`src/rtl/uart_rx_pkg.sv`:
```
// Shared types, constants and the baud divisor helper for the UART receive path.
package uart_rx_pkg;

  typedef enum logic [1:0] {
    IDLE,
    START,
    DATA,
    STOP
  } rx_state_e;

  localparam int unsigned OVERSAMPLE   = 16;
  localparam int unsigned SAMPLE_PHASE = 8;
  localparam int unsigned BAUD_9600    = 9600;
  localparam int unsigned BAUD_115200  = 115200;
  localparam int unsigned DIV_W        = 16;
  localparam int unsigned PHASE_W      = 4;

  // Clocks per oversample tick, rounded to nearest.
  function automatic logic [DIV_W-1:0] baud_div(input longint unsigned clk_hz,
                                                input longint unsigned baud);
    longint unsigned num;
    num = (clk_hz + (baud * 64'd8)) / (baud * 64'(OVERSAMPLE));
    return DIV_W'(num);
  endfunction

endpackage

```
`src/rtl/uart_baud_tick.sv`:
```
// 16x oversample tick generator with two selectable baud divisors and a restart input.
module uart_baud_tick
  import uart_rx_pkg::*;
#(
  parameter int unsigned CLK_FREQ_HZ = 50_000_000
) (
  input  logic i_rx_clk,
  input  logic i_rx_rst_n,
  input  logic baud_sel,
  input  logic restart,
  output logic tick
);

  localparam logic [DIV_W-1:0] DIV_FAST = baud_div(64'(CLK_FREQ_HZ), 64'(BAUD_115200));
  localparam logic [DIV_W-1:0] DIV_SLOW = baud_div(64'(CLK_FREQ_HZ), 64'(BAUD_9600));

  logic [DIV_W-1:0] div_c;
  logic [DIV_W-1:0] cnt_q;

  assign div_c = baud_sel ? DIV_SLOW : DIV_FAST;

  // Reload counter; tick is registered and lasts one cycle.
  always_ff @(posedge i_rx_clk or negedge i_rx_rst_n) begin
    if (!i_rx_rst_n) begin
      cnt_q <= '0;
      tick  <= 1'b0;
    end else if (restart) begin
      cnt_q <= '0;
      tick  <= 1'b0;
    end else if (cnt_q >= div_c - DIV_W'(1)) begin
      cnt_q <= '0;
      tick  <= 1'b1;
    end else begin
      cnt_q <= cnt_q + DIV_W'(1);
      tick  <= 1'b0;
    end
  end

endmodule

```
`src/rtl/uart_rx_framer.sv`:
```
// 8N1 UART receiver with 16x oversampling, two run-time baud rates and
// start-of-frame marking after a line-idle gap.
module uart_rx_framer
  import uart_rx_pkg::*;
#(
  parameter int unsigned CLK_FREQ_HZ = 50_000_000,
  parameter int unsigned IDLE_BITS   = 20
) (
  input  logic        i_rx_clk,
  input  logic        i_rx_rst_n,
  input  logic        i_rx_serial,
  input  logic        i_baud_sel,
  output logic [31:0] o_rx_data,
  output logic        o_rx_data_valid,
  output logic        o_rx_sof,
  output logic        o_frame_err,
  output logic        o_rx_busy
);

  localparam int unsigned GAP_MAX = IDLE_BITS * OVERSAMPLE;
  localparam int unsigned GAP_W   = $clog2(GAP_MAX + 1);

  rx_state_e          state_q, state_d;
  logic [PHASE_W-1:0] phase_q, phase_d, phase_inc_c;
  logic [2:0]         bit_q, bit_d;
  logic [7:0]         shift_q, shift_d;
  logic [7:0]         data_q, data_d;
  logic               valid_q, valid_d;
  logic               sof_q, sof_d;
  logic               ferr_q, ferr_d;
  logic               busy_q, busy_d;
  logic               arm_q, arm_d;
  logic               pend_q, pend_d;
  logic [GAP_W-1:0]   gap_q, gap_d;

  logic rx_meta, rx_sync, rx_prev;
  logic baud_act;
  logic tick;
  logic fall_c, restart_c, sample_c;

  // Line synchronizer plus one delayed copy for edge detection; idle-high reset.
  always_ff @(posedge i_rx_clk or negedge i_rx_rst_n) begin
    if (!i_rx_rst_n) begin
      rx_meta <= 1'b1;
      rx_sync <= 1'b1;
      rx_prev <= 1'b1;
    end else begin
      rx_meta <= i_rx_serial;
      rx_sync <= rx_meta;
      rx_prev <= rx_sync;
    end
  end

  assign fall_c = rx_prev & ~rx_sync;

  // Baud selection only follows the input between frames.
  assign restart_c = (state_q == IDLE) && (i_baud_sel != baud_act);

  always_ff @(posedge i_rx_clk or negedge i_rx_rst_n) begin
    if (!i_rx_rst_n) begin
      baud_act <= 1'b0;
    end else if (state_q == IDLE) begin
      baud_act <= i_baud_sel;
    end
  end

  uart_baud_tick #(
    .CLK_FREQ_HZ(CLK_FREQ_HZ)
  ) u_tick (
    .i_rx_clk  (i_rx_clk),
    .i_rx_rst_n(i_rx_rst_n),
    .baud_sel  (baud_act),
    .restart   (restart_c),
    .tick      (tick)
  );

  assign phase_inc_c = phase_q + PHASE_W'(1);
  assign sample_c    = tick && (phase_inc_c == PHASE_W'(SAMPLE_PHASE));

  always_comb begin
    state_d = state_q;
    phase_d = phase_q;
    bit_d   = bit_q;
    shift_d = shift_q;
    data_d  = data_q;
    valid_d = 1'b0;
    sof_d   = 1'b0;
    ferr_d  = 1'b0;
    arm_d   = arm_q;
    pend_d  = 1'b0;
    gap_d   = '0;

    if (tick && (state_q != IDLE)) phase_d = phase_inc_c;

    case (state_q)
      IDLE: begin
        if (rx_sync) begin
          gap_d = (tick && (gap_q != GAP_W'(GAP_MAX))) ? gap_q + GAP_W'(1) : gap_q;
        end
        if (gap_q == GAP_W'(GAP_MAX)) arm_d = 1'b1;
        // A fall seen on the cycle we re-entered IDLE is honoured one cycle late.
        if (fall_c || pend_q) begin
          state_d = START;
          phase_d = '0;
          gap_d   = '0;
        end
      end
      START: begin
        if (sample_c) begin
          if (rx_sync) begin
            state_d = IDLE;
          end else begin
            state_d = DATA;
            bit_d   = '0;
          end
        end
      end
      DATA: begin
        if (sample_c) begin
          shift_d = {rx_sync, shift_q[7:1]};
          bit_d   = bit_q + 3'd1;
          if (bit_q == 3'd7) state_d = STOP;
        end
      end
      STOP: begin
        // Leave at mid-stop so a slightly fast sender's next start edge is caught.
        if (sample_c) begin
          state_d = IDLE;
          arm_d   = 1'b0;
          pend_d  = fall_c;
          if (rx_sync) begin
            valid_d = 1'b1;
            data_d  = shift_q;
            sof_d   = arm_q;
          end else begin
            ferr_d = 1'b1;
          end
        end
      end
      default: state_d = IDLE;
    endcase

    busy_d = (state_d != IDLE);
  end

  always_ff @(posedge i_rx_clk or negedge i_rx_rst_n) begin
    if (!i_rx_rst_n) begin
      state_q <= IDLE;
      phase_q <= '0;
      bit_q   <= '0;
      shift_q <= '0;
      data_q  <= '0;
      valid_q <= 1'b0;
      sof_q   <= 1'b0;
      ferr_q  <= 1'b0;
      busy_q  <= 1'b0;
      arm_q   <= 1'b0;
      pend_q  <= 1'b0;
      gap_q   <= '0;
    end else begin
      state_q <= state_d;
      phase_q <= phase_d;
      bit_q   <= bit_d;
      shift_q <= shift_d;
      data_q  <= data_d;
      valid_q <= valid_d;
      sof_q   <= sof_d;
      ferr_q  <= ferr_d;
      busy_q  <= busy_d;
      arm_q   <= arm_d;
      pend_q  <= pend_d;
      gap_q   <= gap_d;
    end
  end

  assign o_rx_data       = 32'(data_q);
  assign o_rx_data_valid = valid_q;
  assign o_rx_sof        = sof_q;
  assign o_frame_err     = ferr_q;
  assign o_rx_busy       = busy_q;

endmodule

```
`config.mk`:
```
export PLATFORM = sky130hd
export DESIGN_NAME = uart_rx_framer
export DESIGN_NICKNAME = d
export VERILOG_FILES = /design/src/rtl/uart_rx_pkg.sv /design/src/rtl/uart_baud_tick.sv /design/src/rtl/uart_rx_framer.sv
export SDC_FILE = /design/constraint.sdc
export NUM_CORES = 1
export LEC_CHECK = 0
export ABC_AREA = 0
export CAP_MARGIN = 20
export CORE_UTILIZATION = 25
export DETAILED_ROUTE_END_ITERATION = 12
export GPL_TIMING_DRIVEN = 0
export PLACE_DENSITY = 0.44
export SKIP_CTS_REPAIR_TIMING = 1
export SLEW_MARGIN = 0
export SYNTH_ARGS = -nofsm -noshare
export SYNTH_HDL_FRONTEND = slang
export SYNTH_HIERARCHICAL = 1
export SYNTH_SLANG_ARGS = --single-unit
export TNS_END_PERCENT = 50
```
`constraint.sdc`:
```
create_clock -name i_rx_clk -period 1.9 [get_ports i_rx_clk]
set_clock_uncertainty 0.15 [all_clocks]
set_input_delay 0.38 -clock i_rx_clk [delete_from_list [all_inputs] [get_ports i_rx_clk]]
set_output_delay 0.38 -clock i_rx_clk [all_outputs]
set_load 0.01 [all_outputs]
```
* After elaboration in Yosys (flattened, before gate mapping)
Index checks and enable logic that the tools add are counted.
** Word-level totals
- Input port bits :: 4
- Bits in latches :: 0
- Output and inout bits :: 36
- Logic and storage cells :: 91
- ROM bits :: 0
- Register bits :: 61
- Memories :: 0
- Bits in writable memories :: 0
** Cells by class
- $lt $le $gt $ge :: 1
- Reduce and logical (&&, ||, !) cells :: 14
- Add/sub/neg operators :: 5
- Multiplexer cells :: 37
- Bitwise logic cells :: 2
- Equality and inequality tests :: 14
- Divide/modulo/power cells :: 0
- Shifts and indexed selects :: 0
- $mul :: 0
** Operators with widths (count)
- 2-to-1 mux 9 bit :: 5
- 2-to-1 mux 16 bit :: 2
- adder 16 x 1 -> 16 bit, second input constant :: 1
- >= comparator 16 bit :: 1
- subtractor 16 x 1 -> 16 bit, second input constant :: 1
- 2-to-1 mux 1 bit :: 15
- 2-to-1 mux 2 bit :: 6
- 2-to-1 mux 4 bit :: 3
- adder 9 x 1 -> 9 bit, second input constant :: 1
- equality test 9 bit, second input constant :: 1
- 2-to-1 mux 3 bit :: 3
- inequality test 9 bit, second input constant :: 1
- inequality test 2 bit, second input constant :: 4
- one-hot mux 2 bit (4 select lines) :: 1
- nonzero test 2 bit :: 4
- one-hot mux 3 bit (2 select lines) :: 1
- AND reduction 3 bit :: 2
- adder 4 x 1 -> 4 bit, second input constant :: 1
- equality test 2 bit, second input constant :: 2
- equality test 4 bit, second input constant :: 1
- logical AND 1 bit :: 4
- inequality test 4 x 2 -> 1 bit, second input constant :: 1
- AND reduction 4 bit :: 1
- adder 3 x 1 -> 3 bit, second input constant :: 1
- 10 further kinds :: 10

* Longest topological paths before layout
- Depth after elaboration :: 6
- Gate-level depth with buffers :: 7

* Modules after synthesis
Netlist, hierarchy kept.
** By module, submodules not included
- uart_rx_framer :: times used 1, cells an instance 197, seq. area each 1104.8 µm², area each 2230.9 µm²
- uart_baud_tick :: times used 1, cells an instance 74, seq. area each 425.4 µm², area each 854.6 µm²

* Least setup slack after synthesis
OpenSTA, ideal clock, no wires.
- Path kind :: flip-flop to flip-flop
- Start :: register phase_q[0]
- End :: register shift_q[0]
- Data required time :: 1.625 ns
- Cell stages (with the launch flop) :: 6
- Path slack :: -0.084 ns
- Arrival time :: 1.709 ns
- Buffers on the path :: 0
- Library setup time :: 0.125 ns
- Path through :: dfrtp_1 > ha_1 > xnor2_1 > nand4_1 > nor3_4 > mux2_2
** Between the ends
- Longest elaborated chain between the ends :: 4
** RTL lines
- start: declaration :: RTL line uart_rx_framer.sv:24 : logic [PHASE_W-1:0] phase_q, phase_d, phase_inc_c;
- start signal: assignment :: RTL line uart_rx_framer.sv:162 : phase_q <= phase_d;
- adder 4 x 1 -> 4 bit :: RTL line uart_rx_framer.sv:77 : assign phase_inc_c = phase_q + PHASE_W'(1);
- equality test 4 bit :: RTL line uart_rx_framer.sv:78 : assign sample_c = tick && (phase_inc_c == PHASE_W'(SAMPLE_PHASE));
- logical AND 1 bit :: RTL line uart_rx_framer.sv:78
- AND reduction 2 bit (no line)
- end signal: assignment :: RTL line uart_rx_framer.sv:164 : shift_q <= shift_d;
- end: declaration :: RTL line uart_rx_framer.sv:26 : logic [7:0] shift_q, shift_d;
Every way passes these cells.
A chain may end at the register's enable or synchronous reset.

* Worst setup path after layout
- Start :: register phase_q[0]
- End :: register shift_q[4]
Same word-level chain as after synthesis.

==> run metrics <==
outcome=finished, violations left; violations in the final reports=hold timing, setup timing; Die H=113 um; H-Tree Level Count=3; maximum vdd drop=around 0.40 mV; Die Outline Area=0.0128 mm^2; capturing element type of the critical path=flop; startpoint class of the critical path=flop; most common library cell in the layout ignoring fill and taps=dfrtp_1; global-route congestion overflow total=0; worst-margin pin slew=~0.77 ns; worst setup slack after placement=-0.343 ns; clock group share of total power=0.378; number of inserted diodes=0; post-detailed-route DRC marker count=0; pwr/cell area=1070 mW/mm^2; count of max-cap constraint violations=0; maximum fanout along the worst path=9; number of distinct standard cells referenced by the synthesized netlist=slightly above 50; fraction of layout instances using a drive strength above 1=0.339; Global Route Usage Sum=0.0998; via/cell ratio=4.36; worst hold path type=input pin to asynchronous set/reset pin; setup violators final=28; net count of the finished layout=358; critical path class=flop to flop; max-slew violations=0; leading cell types in the layout, fill and taps excluded=dfrtp_1, buf_4, conb_1; Detailed Route Iter0 Violations=65; final hold viol count=43; highest attainable clock frequency=between 400 and 500 MHz; # port buffers=15; setup slack of the critical path after layout=-0.183 ns; crit path DAT=~2.2 ns; number of antenna violations at the first check in global routing=0; Final GP Congestion=0.722; number of optimization iterations in the first detailed-route pass=4; TritonCTS clock tree=done; post-synthesis sequential area ratio=0.496; antenna-violating nets left=0; wire length of the first global-routing pass=10.1 mm; RSZ-0062 raised after global routing=true; final core utilization=0.347; logic gate share of total power=0.274; Vias=about 2,100; Relative slew margins=0.488; area growth from synthesis to layout=35.1%; switching share of total power=0.322; area of the mapped netlist=0.00309 mm^2; number of inserted filler cells in the final layout=1,245; minimum clock period=around 2.1 ns; die boundary width=113 um; number of cells on the worst reg-to-reg path=6; clock input transition at the sequential cells of the worst setup and hold paths=0.06 ns; fin crit share=1.10; Skew-Pair Late Insertion Delay=~0.33 ns; Critical Path RT=1.97 ns; maximum number of pins on one net before global-route repair=62; share of power burned in registers=0.348; synth warn=6; initial core utilization=0.257; Yosys reg bits=61; half-perimeter wire length after placement=3.88 mm; number of sinks driven by the clock tree=61; CTS max path bufs=2; number of rows created at floorplan=40; Final Routed Wirelength=6.10 mm; final-layout worst hold slack=-0.0169 ns; Gate Count Post-Synth=roughly 270; number of buffers created by CTS=9; switching power total=between 0.001 and 0.0015 W; root buffer cell=clkbuf_16; setup TNS=-2.23 ns; post-DR wirelength/cell=roughly 12 um; Leakage Power=1.85 nW; vias in the first global route=2,056; Core Footprint=0.0120 mm^2; Cell Int Power=roughly 0.003 W; number of I/O pins=40; Mapped Avg Cell Area=around 11 um^2
## logic make-up (layout without fill, tap and decap cells)
logic type / count (synthesis) / in the layout / synth area share
AND/OR/NAND/NOR: 81 / 82 / 0.156
flip-flops: 61 / 61 / 0.496
AO/OA/AOI/OAI: 39 / 39 / 0.0900
buffers and inverters: 39 / 84 / 0.0795
multiplexers: 20 / 20 / 0.0722
XOR/XNOR: 15 / 15 / 0.0474
adder cells (fa/ha/maj): 14 / 14 / 0.0568
other: 2 / 30 / 0.00243
## critical path, stage by stage (launching register included)
cell and delay [ns]:
dfrtp_1 0.41, ha_2 0.22, xnor2_2 0.18, nand4_1 0.23, nor3_4 0.30, buf_12 0.16
mux2_2 0.33
## cell usage after synthesis, drive strengths merged
cell type	count	share of area
or4bb	1	0.0036
nor2	13	0.016
dfstp	3	0.026
a211o	1	0.0028
conb	2	0.0024
ha	14	0.057
nor4	4	0.0081
nand2b	4	0.011
xor2	9	0.028
and4	2	0.0057
dfrtp	58	0.47
or3	2	0.0041
inv	10	0.012
o21ai	13	0.025
buf	26	0.064
o31ai	3	0.0073
nand4	6	0.017
a211oi	1	0.0024
a22o	1	0.0028
nand2	10	0.012
nand3	11	0.018
nor3b	2	0.0081
o21a	1	0.0024
nor3	15	0.028
clkbuf	3	0.0036
a21oi	8	0.013
or2	1	0.0020
o211ai	3	0.0073
mux2	18	0.066
nand3b	1	0.0024
and2	2	0.0041
nor2b	2	0.0041
o2111ai	1	0.0028
nor4b	1	0.0028
a2111oi	4	0.013
xnor2	6	0.019
or4b	1	0.0032
a2111o	3	0.011
mux2i	2	0.0065
and3	3	0.0061
## sequential cells by signal, indices dropped and copies added, names as in the netlist
register         count
u_tick/cnt_q        16
gap_q                9
data_q               8
shift_q              8
phase_q              4
bit_q                3
state_q              2
arm_q                1
baud_act             1
o_frame_err          1
o_rx_busy            1
o_rx_data_valid      1
o_rx_sof             1
pend_q               1
rx_meta              1
rx_prev              1
rx_sync              1
u_tick/tick          1
## metal layers
layer	GRT usage	vias up	part of all wire
li1	-	1059	-
met1	0.127	1040	0.47
met2	0.158	37	0.48
met3	0.0300	11	0.033
met4	0.0404	0	0.013
met5	0	-	0
## worst paths after layout
path / startpoint / end / slack, ns
setup / recovery: phase_q[0] / shift_q[4] / -0.18
hold / removal: i_rx_rst_n / shift_q[5] / -0.02
setup reg to reg: phase_q[0] / shift_q[4] / -0.18
hold reg to reg: rx_meta / rx_sync / 0.21
max in group asynchronous: i_rx_rst_n / baud_act / 1.08
min in group i_rx_clk: rx_meta / rx_sync / 0.21
## per-stage QoR
stage / instances / hold WS [ns] / power (W) / instance area (um^2)
5_1_grt: 492 / 0.0412 / 0.00472 / 4170
6_report: 492 / -0.0169 / 0.00447 / 4170
4_1_cts: 477 / 0.00518 / 0.00422 / 3840
2_1_floorplan: 299 / -0.0656 / 0.00226 / 3200
3_5_place_dp: 461 / 0.202 / 0.00249 / 3540
3_3_place_gp: 461 / 0.197 / 0.00248 / 3540
## area by class of cell
| cell class | instances | area, um^2 | share of cell area |
|---|---|---|---|
| Timing Repair Buffer | 30 | 307 | 0.0736 |
| Multi-Input combinational cell | 200 | 1590 | 0.381 |
| Clock buffer | 9 | 225 | 0.0540 |
| Tap cell | 147 | 184 | 0.0441 |
| Buffer | 28 | 211 | 0.0507 |
| Inverter | 10 | 40.0 | 0.00961 |
| Sequential cell | 61 | 1530 | 0.368 |
| Clock inverter | 7 | 80.1 | 0.0192 |
## power groups by stage
stage                     combinational (W)  clock [W]  sequential (W)
final                               0.00123    0.00169         0.00156
after global routing                0.00135    0.00180         0.00157
after CTS                          0.000926    0.00174         0.00155
after detailed placement           0.000916          0         0.00158
after global placement             0.000907          0         0.00157
after floorplan                    0.000712          0         0.00155
Power figures use the tool's default switching activity.
